## config.mk

```make
export PLATFORM = sky130hd
export DESIGN_NAME = vga_text_renderer
export DESIGN_NICKNAME = d
export VERILOG_FILES = /design/src/rtl/vga_pkg.sv /design/src/rtl/text_cursor_ctrl.sv /design/src/rtl/vga_text_renderer.sv
export SDC_FILE = /design/constraint.sdc
export NUM_CORES = 1
export LEC_CHECK = 0
export CORE_ASPECT_RATIO = 0.6
export CORE_MARGIN = 4
export CORE_UTILIZATION = 30
export DETAILED_ROUTE_END_ITERATION = 16
export PLACE_DENSITY_LB_ADDON = 0.05
export SLEW_MARGIN = 0
export SYNTH_ARGS = -nofsm -noshare
export SYNTH_HDL_FRONTEND = slang
export SYNTH_HIERARCHICAL = 1
export SYNTH_SLANG_ARGS = --single-unit
```

## constraint.sdc

```tcl
create_clock -name vga_clk -period 5 [get_ports vga_clk]
set_clock_uncertainty 0.05 [all_clocks]
set_input_delay 0.5 -clock vga_clk [delete_from_list [all_inputs] [get_ports vga_clk]]
set_output_delay 0.5 -clock vga_clk [all_outputs]
set_load 0.05 [all_outputs]
```

## src/rtl/vga_pkg.sv

```systemverilog
// Shared constants and types for the 640x480 text-mode video path.
// Timing values describe the upstream controller; the renderer only needs the text geometry.
package vga_pkg;

  localparam int H_ACTIVE = 640;
  localparam int H_FRONT  = 16;
  localparam int H_SYNC   = 96;
  localparam int H_BACK   = 48;
  localparam int V_ACTIVE = 480;
  localparam int V_FRONT  = 10;
  localparam int V_SYNC   = 2;
  localparam int V_BACK   = 33;

  localparam int TEXT_COLS = 80;
  localparam int TEXT_ROWS = 30;
  localparam int GLYPH_W   = 8;
  localparam int GLYPH_H   = 16;

  // The underline cursor occupies the last two glyph rows.
  localparam logic [3:0] UL_FIRST_ROW = 4'(GLYPH_H - 2);

  typedef logic [7:0] color_t;

  typedef struct packed {
    logic [2:0] col;
    logic [3:0] row;
    logic       hit;
    logic       hsync_n;
    logic       vsync_n;
    logic       blank_n;
  } pipe_t;

  localparam pipe_t PIPE_RESET = '{col: 3'd0, row: 4'd0, hit: 1'b0,
                                   hsync_n: 1'b1, vsync_n: 1'b1, blank_n: 1'b0};

  function automatic logic [11:0] cell_addr(input logic [4:0] row, input logic [6:0] col);
    return 12'(row) * 12'(TEXT_COLS) + 12'(col);
  endfunction

endpackage

```

## src/rtl/text_cursor_ctrl.sv

```systemverilog
// Cursor position registers with range-checked load, plus the frame-counted blink phase.
module text_cursor_ctrl
  import vga_pkg::*;
#(
  parameter int BLINK_FRAMES = 30
) (
  input  logic       vga_clk,
  input  logic       reset_n,
  input  logic       cursor_we,
  input  logic [6:0] cursor_x,
  input  logic [4:0] cursor_y,
  input  logic       new_frame,
  output logic [6:0] cur_x,
  output logic [4:0] cur_y,
  output logic       visible
);

  logic [6:0] cur_x_d, cur_x_q;
  logic [4:0] cur_y_d, cur_y_q;
  logic [5:0] blink_cnt_d, blink_cnt_q;
  logic       phase_d, phase_q;

  always_comb begin
    // NOTE: every _d gets its hold value first so no path through this block infers a latch.
    cur_x_d     = cur_x_q;
    cur_y_d     = cur_y_q;
    blink_cnt_d = blink_cnt_q;
    phase_d     = phase_q;

    if (cursor_we && (cursor_x < 7'(TEXT_COLS)) && (cursor_y < 5'(TEXT_ROWS))) begin
      cur_x_d = cursor_x;
      cur_y_d = cursor_y;
    end

    if (new_frame) begin
      if (blink_cnt_q == 6'(BLINK_FRAMES - 1)) begin
        blink_cnt_d = '0;
        phase_d     = ~phase_q;
      end else begin
        blink_cnt_d = blink_cnt_q + 6'd1;
      end
    end
  end

  // NOTE: non-blocking assignments so all flops sample the pre-edge values together.
  always_ff @(posedge vga_clk or negedge reset_n) begin
    if (!reset_n) begin
      cur_x_q     <= '0;
      cur_y_q     <= '0;
      blink_cnt_q <= '0;
      phase_q     <= 1'b1;
    end else begin
      cur_x_q     <= cur_x_d;
      cur_y_q     <= cur_y_d;
      blink_cnt_q <= blink_cnt_d;
      phase_q     <= phase_d;
    end
  end

  assign cur_x   = cur_x_q;
  assign cur_y   = cur_y_q;
  assign visible = phase_q;

endmodule

```

## src/rtl/vga_text_renderer.sv

```systemverilog
// Text-mode pixel generator: character fetch, glyph fetch and colour select,
// with sync/blank carried alongside so every output is exactly three clocks behind its input.
module vga_text_renderer
  import vga_pkg::*;
#(
  parameter color_t FG_COLOR     = 8'hFF,
  parameter color_t BG_COLOR     = 8'h00,
  parameter int     BLINK_FRAMES = 30
) (
  input  logic        vga_clk,
  input  logic        reset_n,
  input  logic [9:0]  hcount,
  input  logic [9:0]  vcount,
  input  logic        hsync_n_in,
  input  logic        vsync_n_in,
  input  logic        blank_n_in,
  input  logic        new_frame,
  output logic [11:0] char_addr,
  input  logic [7:0]  char_data,
  output logic [11:0] font_addr,
  input  logic [7:0]  font_data,
  input  logic        cursor_we,
  input  logic [6:0]  cursor_x,
  input  logic [4:0]  cursor_y,
  input  logic        cursor_en,
  output logic [7:0]  color,
  output logic        hsync_n_out,
  output logic        vsync_n_out,
  output logic        blank_n_out
);

  logic [6:0] cur_x;
  logic [4:0] cur_y;
  logic       cur_visible;

  text_cursor_ctrl #(.BLINK_FRAMES(BLINK_FRAMES)) u_cursor (
    .vga_clk   (vga_clk),
    .reset_n   (reset_n),
    .cursor_we (cursor_we),
    .cursor_x  (cursor_x),
    .cursor_y  (cursor_y),
    .new_frame (new_frame),
    .cur_x     (cur_x),
    .cur_y     (cur_y),
    .visible   (cur_visible)
  );

  pipe_t  stage1_d, stage1_q;
  pipe_t  stage2_d, stage2_q;
  color_t color_d, color_q;
  logic   hsync_n_d, hsync_n_q;
  logic   vsync_n_d, vsync_n_q;
  logic   blank_n_d, blank_n_q;
  logic   pixel;

  // Line 480+ is always blanked, so the top bit of vcount never selects a cell.
  logic unused_vcount_msb;
  assign unused_vcount_msb = vcount[9];

  always_comb begin
    stage1_d         = PIPE_RESET;
    stage1_d.col     = hcount[2:0];
    stage1_d.row     = vcount[3:0];
    stage1_d.hit     = cursor_en && cur_visible &&
                       (hcount[9:3] == cur_x) && (vcount[8:4] == cur_y) &&
                       (vcount[3:0] >= UL_FIRST_ROW);
    stage1_d.hsync_n = hsync_n_in;
    stage1_d.vsync_n = vsync_n_in;
    stage1_d.blank_n = blank_n_in;

    char_addr = blank_n_in ? cell_addr(vcount[8:4], hcount[9:3]) : '0;
  end

  // char_data lines up with stage1, font_data with stage2.
  assign font_addr = {char_data, stage1_q.row};
  assign stage2_d  = stage1_q;
  assign pixel     = font_data[3'd7 - stage2_q.col];

  always_comb begin
    color_d   = '0;
    hsync_n_d = stage2_q.hsync_n;
    vsync_n_d = stage2_q.vsync_n;
    blank_n_d = stage2_q.blank_n;
    if (stage2_q.blank_n) begin
      color_d = (pixel ^ stage2_q.hit) ? FG_COLOR : BG_COLOR;
    end
  end

  always_ff @(posedge vga_clk or negedge reset_n) begin
    if (!reset_n) begin
      stage1_q  <= PIPE_RESET;
      stage2_q  <= PIPE_RESET;
      color_q   <= '0;
      hsync_n_q <= 1'b1;
      vsync_n_q <= 1'b1;
      blank_n_q <= 1'b0;
    end else begin
      stage1_q  <= stage1_d;
      stage2_q  <= stage2_d;
      color_q   <= color_d;
      hsync_n_q <= hsync_n_d;
      vsync_n_q <= vsync_n_d;
      blank_n_q <= blank_n_d;
    end
  end

  assign color       = color_q;
  assign hsync_n_out = hsync_n_q;
  assign vsync_n_out = vsync_n_q;
  assign blank_n_out = blank_n_q;

endmodule

```

==> impl_metrics.py <==
metrics = {
    "flow_run": {
        "drv_cap": 0,
    },
    "timing": {
        "fmax_mhz": 244,
        "fin_crit_ns": 4.10,
        "tightest_slew_ns": 0.896,
        "rsz0062_at_grt": "no",
        "final_hold_viol_count": 0,
        "tns_ns": 0,
        "drv_slew": 0,
        "fin_crit_sh_pct": 82.1,
        "slew_headroom_pct": 40.3,
        "setup_viol": 0,
    },
    "clocking": {
        "htreeDepth": 2,
        "post_cts_buffers": 0,
        "ctsHoldBuffers": 0,
        "path_clk_slew_ns": 0.05,
        "cts.sinks": 41,
        "cts_tree": "done",
        "clk_latency_ns": 0.27,
        "clock_path_buffers": 2,
        "cts_root_buffer": "clkbuf_16",
        "cts_made_buffers": 5,
        "cts.repair.resized": 0,
    },
    "detailed_routing": {
        "drt_wl_total_um": 4790,
        "drt-wirelength-per-cell_um": 13.9,
        "maxUsedRoutingLayer": "met4",
        "via_per_inst": 4.59,
        "num_vias": 1584,
        "wl_met1_um": 2500,
        "wl_met3_um": 299,
        "drcViolationCount": 0,
        "wl_met2_um": 1950,
        "drtIter0Drc": 41,
        "ant_nets": 0,
        "dr.pass1.iters": 4,
    },
    "global_routing": {
        "grt.overflow.total": 0,
        "grt_pass1_vias": 1619,
        "grt_max_degree": 42,
        "antenna_found_initial": 0,
        "grt_util_all_layers_pct": 11.7,
        "grt_pass1_wl_um": 8200,
    },
    "placed_design": {
        "gp_congestion": 0.795,
        "hpwl_um": 3930,
        "portBuffers": 73,
    },
    "pwr": {
        "cellPowerDensity_mw_per_mm2": 362,
        "vdd_ir_drop_max_v": 0.000153,
        "finalPower_w": 0.00111,
        "p_leak_nw": 1.26,
    },
    "critical_path": {
        "worstPathArrival_ns": 3.55,
        "cp_max_fo": 4,
        "cp_top_family": "buffers and inverters",
        "cpPeakStageDelay_ns": 0.83,
        "endpoint_kind": "primary output",
        "worstSetupPathType": "in -> out",
        "critical_path_required_ns": 4.45,
        "cp.buffers_inverters": 3,
        "crit_slowest_cell": "clkdlybuf4s50_1",
        "cp_cell_sequence": "clkdlybuf4s50_1, ha_1, ha_1, inv_1, fa_1, nand2b_1, nor2_1, nand3_1, o21ai_0, clkdlybuf4s50_1",
        "cp-start-kind": "input port",
    },
    "die": {
        "dieHeight_um": 74.5,
        "io_pins": 91,
        "die_w_um": 119,
        "rows": 23,
        "start_util_pct": 32.0,
        "dieArea_mm2": 0.00886,
        "core-area_mm2": 0.00691,
    },
    "cells_and_area": {
        "fillers": 659,
        "syn_to_final_growth_pct": 38.9,
        "ff_latch_area_mm2": 0.00103,
        "final_cell_mix": "72 x clkdlybuf4s50_1, 34 x dfrtp_1, 14 x inv_1, 14 x xnor2_1",
        "multi_input_area_um2": 978,
        "drive_gt1_share_pct": 8.91,
        "mostFrequentLayoutCell": "clkdlybuf4s50_1",
        "final_nets": 326,
        "diodes": 0,
        "post-route-util_pct": 44.5,
    },
    "status": {
        "status": "finished, final reports clean",
    },
    "yosys": {
        "yosys_warnings": 6,
        "synth-seq-cells": 41,
        "netlist_area_mm2": 0.00221,
        "syn_avg_cell_area_um2": 11.2,
        "synth_cell_types": 38,
        "synth-seq-area-share_pct": 46.8,
        "synth_async_sr_flop_share_pct": 100,
        "synth_edf_count": 0,
        "synth-main-ff-cell": "dfrtp_1",
        "syn-num-nets": 266,
        "syn_inst": 197,
    },
    "worst_hold_path": {
        "min_path_type": "in -> async",
    },
}
[per-stage QoR]
| stage | cells | worst slack (ns) | instance area, µm² | hold slack, ns |
|---|---|---|---|---|
| 2_1_floorplan | 197 | 1.52 | 2210 | 0.154 |
| 3_3_place_gp | 337 | 0.881 | 2900 | 0.282 |
| 3_5_place_dp | 337 | 0.858 | 2900 | 0.285 |
| 4_1_cts | 345 | 0.862 | 3070 | 0.298 |
| 5_1_grt | 345 | 0.745 | 3070 | 0.307 |
| 6_report | 345 | 0.897 | 3070 | 0.296 |
[state kept, by name, summed over array words and instances (netlist names), 4 cells and up]
name and flops:
stage1_q 7, u_cursor/cur_y 5, stage2_q 4, u_cursor/blink_cnt_q 6, u_cursor/cur_x 7, font_addr 4
[cell type report]
cell class,instances,area share [%]
Sequential cell,41,33.7
Multi-Input combinational cell,122,31.8
Timing Repair Buffer,73,23.6
Clock buffer,7,4.64
Tap cell,87,3.54
Inverter,14,1.71
Clock inverter,1,0.977
[worst paths after layout]
check | to | slack, ns | depth (start not counted) | from
max | char_addr[11] | 0.90 | 10 | vcount[5]
min | stage2_q[10] | 0.30 | 1 | reset_n
max reg2reg | color[6] | 3.49 | 4 | stage2_q[8]
min reg2reg | stage2_q[9] | 0.30 | 0 | stage1_q[9]
max in group asynchronous | u_cursor/cur_y[2] | 4.04 | 1 | reset_n
min in group vga_clk | stage2_q[9] | 0.30 | 0 | stage1_q[9]
[Yosys cell counts, drive strengths merged, types with 2 or more instances]
| cell type | number | area (µm²) |
|---|---|---|
| nor2 | 3 | 11.3 |
| nor2b | 4 | 25.0 |
| o21ai | 7 | 46.3 |
| mux2 | 5 | 56.3 |
| a31oi | 5 | 31.3 |
| nand4 | 5 | 31.3 |
| xnor2 | 14 | 123 |
| inv | 14 | 52.6 |
| buf | 19 | 143 |
| nand3b | 2 | 15.0 |
| nand2 | 5 | 18.8 |
| fa | 2 | 40.0 |
| a2bb2oi | 3 | 26.3 |
| dfstp | 7 | 184 |
| mux2i | 2 | 20.0 |
| a21oi | 12 | 63.8 |
| nor4 | 2 | 27.5 |
| xor2 | 6 | 52.6 |
| or2b | 2 | 15.0 |
| o31ai | 2 | 15.0 |
| dfrtp | 34 | 851 |
| and2 | 11 | 68.8 |
| mux4 | 2 | 52.6 |
| nand3 | 8 | 40.0 |
| ha | 11 | 138 |
[power breakdown]
part / internal [W] / switching (W)
clock: 0.000249 / 0.000115
combinational: 0.000143 / 0.000176
sequential: 0.000386 / 0.0000431
total: 0.000778 / 0.000334
[cell families (layout without fill, tap and decap cells)]
| group | after synthesis | in the layout | synth area share (%) |
|---|---|---|---|
| mux | 9 | 9 | 5.83 |
| compound gates | 32 | 32 | 9.22 |
| flops | 41 | 41 | 46.8 |
| xor+xnor | 20 | 20 | 7.92 |
| simple gates | 48 | 48 | 13.2 |
| fa+ha+maj | 13 | 13 | 8.03 |
| buf+inv | 34 | 95 | 8.99 |
[layer usage]
metal	GRT usage [%]	vias to the layer above
met2	16.3	55
met5	0	-
met4	2.57	0
li1	-	783
met1	17.7	738
met3	3.72	8
[worst reg2reg max path: cells and delay by family, from the launching register on]
| kind | cells | cell delay, ns |
|---|---|---|
| xor gates and xnor gates | 1 | 0.07 |
| DFF | 1 | 0.37 |
| muxes | 2 | 0.76 |
| and+or+nand+nor | 1 | 0.15 |
(Power assumes the default switching activity.)
